--- src/rtl/regfile_writeback.sv ---
// Register-file write-side arbiter: merges ALU results with buffered load
// returns, extracts sub-word load data at pop time, and exports a scoreboard
// of destinations that still have a load pending.
module regfile_writeback #(
  parameter int unsigned DEPTH = 4,
  parameter int unsigned XLEN  = 32
) (
  input  logic                     clk,
  input  logic                     reset,
  input  logic                     alu_valid,
  input  logic [4:0]               alu_rd,
  input  logic [XLEN-1:0]          alu_result,
  input  logic                     load_valid,
  output logic                     load_ready,
  input  logic [4:0]               load_rd,
  input  logic [2:0]               load_funct3,
  input  logic [1:0]               load_offset,
  input  logic [XLEN-1:0]          load_data,
  output logic                     regWrite,
  output logic [4:0]               Addr3,
  output logic [XLEN-1:0]          dataIn,
  output logic [31:0]              busy_mask,
  output logic [$clog2(DEPTH):0]   fifo_count
);

  localparam int unsigned AW = $clog2(DEPTH);
  localparam int unsigned CW = AW + 1;
  localparam logic [CW-1:0] Full = CW'(DEPTH);
  localparam logic [CW-1:0] One  = CW'(1);

  logic [XLEN-1:0]  data_q   [DEPTH];
  logic [4:0]       rd_q     [DEPTH];
  logic [2:0]       f3_q     [DEPTH];
  logic [1:0]       off_q    [DEPTH];
  logic [DEPTH-1:0] valid_q;
  logic [AW-1:0]    head_q, tail_q;
  logic [CW-1:0]    count_q;

  logic             regwrite_q;
  logic [4:0]       addr3_q;
  logic [XLEN-1:0]  datain_q;

  logic             push, pop;
  logic [XLEN-1:0]  load_ext;
  logic [31:0]      busy;

  assign load_ready = (count_q != Full);
  assign push       = load_valid && load_ready;
  // ALU always wins; the FIFO drains only on cycles without an ALU result.
  assign pop        = !alu_valid && (count_q != '0);

  // Load FIFO storage, pointers and occupancy.
  always_ff @(posedge clk or negedge reset) begin
    if (!reset) begin
      for (int i = 0; i < int'(DEPTH); i++) begin
        data_q[i] <= '0;
        rd_q[i]   <= '0;
        f3_q[i]   <= '0;
        off_q[i]  <= '0;
      end
      valid_q <= '0;
      head_q  <= '0;
      tail_q  <= '0;
      count_q <= '0;
    end else begin
      // push and pop never target the same slot: pop needs non-empty, push non-full
      if (push) begin
        data_q[tail_q]  <= load_data;
        rd_q[tail_q]    <= load_rd;
        f3_q[tail_q]    <= load_funct3;
        off_q[tail_q]   <= load_offset;
        valid_q[tail_q] <= 1'b1;
        tail_q          <= tail_q + 1'b1;
      end
      if (pop) begin
        valid_q[head_q] <= 1'b0;
        head_q          <= head_q + 1'b1;
      end
      if (push && !pop) begin
        count_q <= count_q + One;
      end else if (pop && !push) begin
        count_q <= count_q - One;
      end
    end
  end

  // Byte/halfword extraction of the head entry.
  always_comb begin
    logic [XLEN-1:0] word;
    logic [1:0]      off;
    logic [7:0]      b;
    logic [15:0]     h;
    word     = data_q[head_q];
    off      = off_q[head_q];
    b        = word[{off, 3'b000} +: 8];
    h        = word[{off[1], 4'b0000} +: 16];
    load_ext = word;
    case (f3_q[head_q])
      3'b000:  load_ext = {{(XLEN-8){b[7]}}, b};
      3'b001:  load_ext = {{(XLEN-16){h[15]}}, h};
      3'b100:  load_ext = {{(XLEN-8){1'b0}}, b};
      3'b101:  load_ext = {{(XLEN-16){1'b0}}, h};
      default: load_ext = word;
    endcase
  end

  // Registered write port; x0 destinations consume their source silently.
  always_ff @(posedge clk or negedge reset) begin
    if (!reset) begin
      regwrite_q <= 1'b0;
      addr3_q    <= '0;
      datain_q   <= '0;
    end else begin
      regwrite_q <= 1'b0;
      if (alu_valid) begin
        if (alu_rd != 5'd0) begin
          regwrite_q <= 1'b1;
          addr3_q    <= alu_rd;
          datain_q   <= alu_result;
        end
      end else if (pop) begin
        if (rd_q[head_q] != 5'd0) begin
          regwrite_q <= 1'b1;
          addr3_q    <= rd_q[head_q];
          datain_q   <= load_ext;
        end
      end
    end
  end

  // Pending-load scoreboard from registered FIFO state only.
  always_comb begin
    busy = '0;
    for (int i = 0; i < int'(DEPTH); i++) begin
      if (valid_q[i]) busy[rd_q[i]] = 1'b1;
    end
    busy[0] = 1'b0;
  end

  assign busy_mask  = busy;
  assign fifo_count = count_q;
  assign regWrite   = regwrite_q;
  assign Addr3      = addr3_q;
  assign dataIn     = datain_q;

endmodule

--- config.mk ---
export PLATFORM = sky130hd
export DESIGN_NAME = regfile_writeback
export DESIGN_NICKNAME = d
export VERILOG_FILES = /design/src/rtl/regfile_writeback.sv
export SDC_FILE = /design/constraint.sdc
export NUM_CORES = 1
export LEC_CHECK = 0
export ABC_AREA = 1
export BUFFER_PORTS_ARGS = -buffer_cell sky130_fd_sc_hd__buf_2
export CORE_MARGIN = 3
export CORE_UTILIZATION = 50
export CTS_BUF_LIST = sky130_fd_sc_hd__clkbuf_4 sky130_fd_sc_hd__clkbuf_8
export CTS_CLUSTER_DIAMETER = 40
export DETAILED_ROUTE_END_ITERATION = 10
export PLACE_DENSITY = 0.7
export RECOVER_POWER = 25
export SYNTH_ARGS = -nofsm -noshare
export SYNTH_HDL_FRONTEND = slang
export SYNTH_SLANG_ARGS = --single-unit
--- constraint.sdc ---
create_clock -name clk -period 2.2 [get_ports clk]
set_input_delay 0.44 -clock clk [delete_from_list [all_inputs] [get_ports clk]]
set_output_delay 0.44 -clock clk [all_outputs]
set_load 0.02 [all_outputs]
==> qor.txt <==
Placer's final routability congestion estimate - 0.9021
Root Buffer - clkbuf_8
Yosys top cell area share - 47.18%
CP arrival - 1810 ps
Post-Synth Adder-Cell Area - 1.152%
Syn_nets - 1603
Synth unique cells - 39
Crit-path max cell delay - 450 ps
Final period util - 102.2%
Rel. slew slack - 6.190%
Synth warn - 0
Ports - 157
Final setup viols - 24
WL/cell - 16.99 µm
Post-synth ARST share - 100.0%
Sequential area share after synthesis - 47.18%
# rows - 54
Initial antenna violation count - 0
Clock transition at path regs - 60 ps
Top FF cell, synth - dfrtp_1
Post-synth EDFFs - 0
Routed vias - 11.11k
Mapped Avg Cell Area - 7.622 µm²
Dpl hpwl - 22810 µm
Largest family of logic cells by synthesized area - simple AND/OR/NAND/NOR gates
Max Freq - 444.6 MHz
Cell area after synthesis - 11510 µm²
Peak VDD IR - 825.5 µV
Cells after Synth - 1510
Post-detailed-route count of antenna-violating nets - 0
CP Capture Type - output port
Fin worst setup slack - -49.47 ps
Post-Synth XOR/XNOR Area - 0.3044%
Final nets - 1796
Final hold vios - 0
DIE AREA - 24880 µm²
Crit path cell chain - nand3b_1 -> buf_4 -> o221ai_1 -> buf_4
Synth Area in Compound Gates - 17.43%
Synth area leader - dfrtp_1
Metal2 WL - 14740 µm
MaxCap Viol Count - 0
Synthesized flop and latch total - 217
First-pass GRT wire length - 54810 µm
Routed wl met3 - 3014 µm
DRT iter0 DRCs - 1192
Clk_lat worst skew - 520 ps
Final cell count without fillers - 2006
RSZ-0062 raised after global routing - true
DRC viols - 0
Static Leak - 7.095 nW
Post-Synth Simple-Gate Area - 25.82%
Routed met1 length - 15570 µm
Crit-path max FO - 5
Finished Cell Area - 14360 µm²
Starting Density - 51.78%
Power per Cell Area - 1651 nW/µm²
CTS H-tree depth - 2
Sink Count - 217
GRT overflow - 0
GR Util All Layers - 27.31%
Area delta synth->final - 24.79%
Die W - 157.7 µm
CP max-delay cell - dfrtp_2
Filler cells - 1939
IO buf count - 155
Number of global-route vias before repair - 10.56k
Vias/cell - 5.539
Worst Hold Class - in -> reg
CP Class - reg -> out
Crit path top cell by count - buf_4
Total wire length - 34070 µm
Total CTS buffers - 38
Count leader, synth - nand2_1
Synth area leaders - dfrtp_1 (47%), nand2_1 (16%), o21ai_0 (8.8%)
Max-slew violations - 0
Multi-input gate area - 5598 µm²
Die Y - 157.7 µm
Total area of sequential cells - 5453 µm²
Multiplexer share of the synthesized area - 0%
Largest net degree at the start of global routing - 68
Core Region - 22230 µm²
First-pass DRT Iterations - 5
DP Cell Count - 1897
Status - finished with violations
Clk buf depth - 3
Antenna cell count - 0
Share of layout cells above drive strength 1 - 25.14%
Worst slew pin tran - 1407 ps
Skew final - 8.880 ps
CTS tree - built
Max Used Layer - met4
Placed Area - 12630 µm²
Failing checks - setup timing
Top post-synthesis cells by count - nand2_1 (491), dfrtp_1 (217), o21ai_0 (203)
Crit path time final - 2249 ps
CP Launch Type - register
WP data required - 1760 ps
## stage by stage
stage               hold slack [ps]  utilization, %  setup slack [ps]  TNS [ps]  total power (W)
global route                  175.3           64.61            -138.9     -3212          0.02562
global placement              443.7           56.83             253.3         0          0.01780
floorplan                     144.4               -             97.67         0          0.01459
finish                        184.0           64.61            -49.47    -412.5          0.02372
CTS                           160.6           63.05            -17.14    -46.40          0.02300
detailed placement            442.3           56.83             199.6         0          0.01803
## kinds of logic (layout without fill, tap and decap cells)
group                    Yosys count  in the layout
AO/OA/AOI/OAI                    339            339
XOR/XNOR                           4              4
adder cells (fa/ha/maj)           10             10
buffers and inverters            203            419
flip-flops                       217            217
other                              1              1
AND/OR/NAND/NOR                  736            736
## layout by cell type (no fill, tap or decap), drive strengths merged
cell type	Yosys	final
fa	1	1
dlygate4sd3	0	1
nand3b	4	4
o21ai	216	216
nor2	105	105
o21a	1	1
o22ai	6	6
a31oi	17	17
a32o	1	1
nor3	10	10
o211ai	5	5
clkinvlp	0	1
xnor2	1	1
o22a	28	28
o221ai	31	31
a21oi	30	30
inv	112	112
clkbuf	33	61
and2	1	1
a22oi	2	2
nor4	1	1
ha	9	9
buf	58	241
xor2	3	3
nand3	119	119
dfrtp	217	217
a22o	2	2
bufinv	0	3
nand2	496	496
conb	1	1
## sequential cells by signal, summed over array words and instances (netlist names), 3 cells and up
name        flops
data_q        128
off_q           8
fifo_count      3
rd_q           20
f3_q           12
dataIn         32
Addr3           5
valid_q         4
## repair_timing
action,4_1_cts,5_1_grt
setup buffers,35,10
hold buffers,1,0
pin swaps,4,15
resized for setup,88,74
setup endpoints to repair,31,49
hold endpoints to repair,51,0
## critical path: cells and delay by family, from the launching register on
kind,cells,cell delay [ps]
buf+inv,2,390
simple gates,1,230
compound gates,1,220
flops,1,450
## final cells by class
| cell class | instances | area share [%] |
|---|---|---|
| Clock buffer | 59 | 5.131 |
| Clock inverter | 4 | 0.6795 |
| Inverter | 112 | 3.084 |
| Multi-Input combinational cell | 1090 | 38.98 |
| Sequential cell | 217 | 37.97 |
| Tap cell | 280 | 2.439 |
| Timing Repair Buffer | 244 | 11.73 |
## where the power goes
part	internal, W	switching, W	leakage (nW)
Sequential	0.00591	0.00133	2.67
Clock	0.00246	0.00159	0.436
Combinational	0.00440	0.00803	3.99
## layer usage
metal,vias to the layer above,global-route usage [%]
li1,5385,-
met1,5164,41.47
met2,496,40.46
met3,66,4.565
met4,0,7.851
met5,-,0
## path summary, 6_finish.rpt
| path | slack [ps] | end | depth (start not counted) | start |
|---|---|---|---|---|
| setup / recovery | -50 | busy_mask[20] | 4 | rd_q[5] |
| hold / removal | 180 | Addr3[0] | 3 | alu_rd[0] |
| min in group asynchronous | 790 | fifo_count[1] | 2 | reset |
| setup reg to reg | 190 | dataIn[13] | 10 | head_q[0] |
| hold reg to reg | 480 | dataIn[2] | 2 | dataIn[2] |
| max in group asynchronous | 280 | data_q[87] | 3 | reset |
Note: power is estimated with default switching activity, not from simulation.
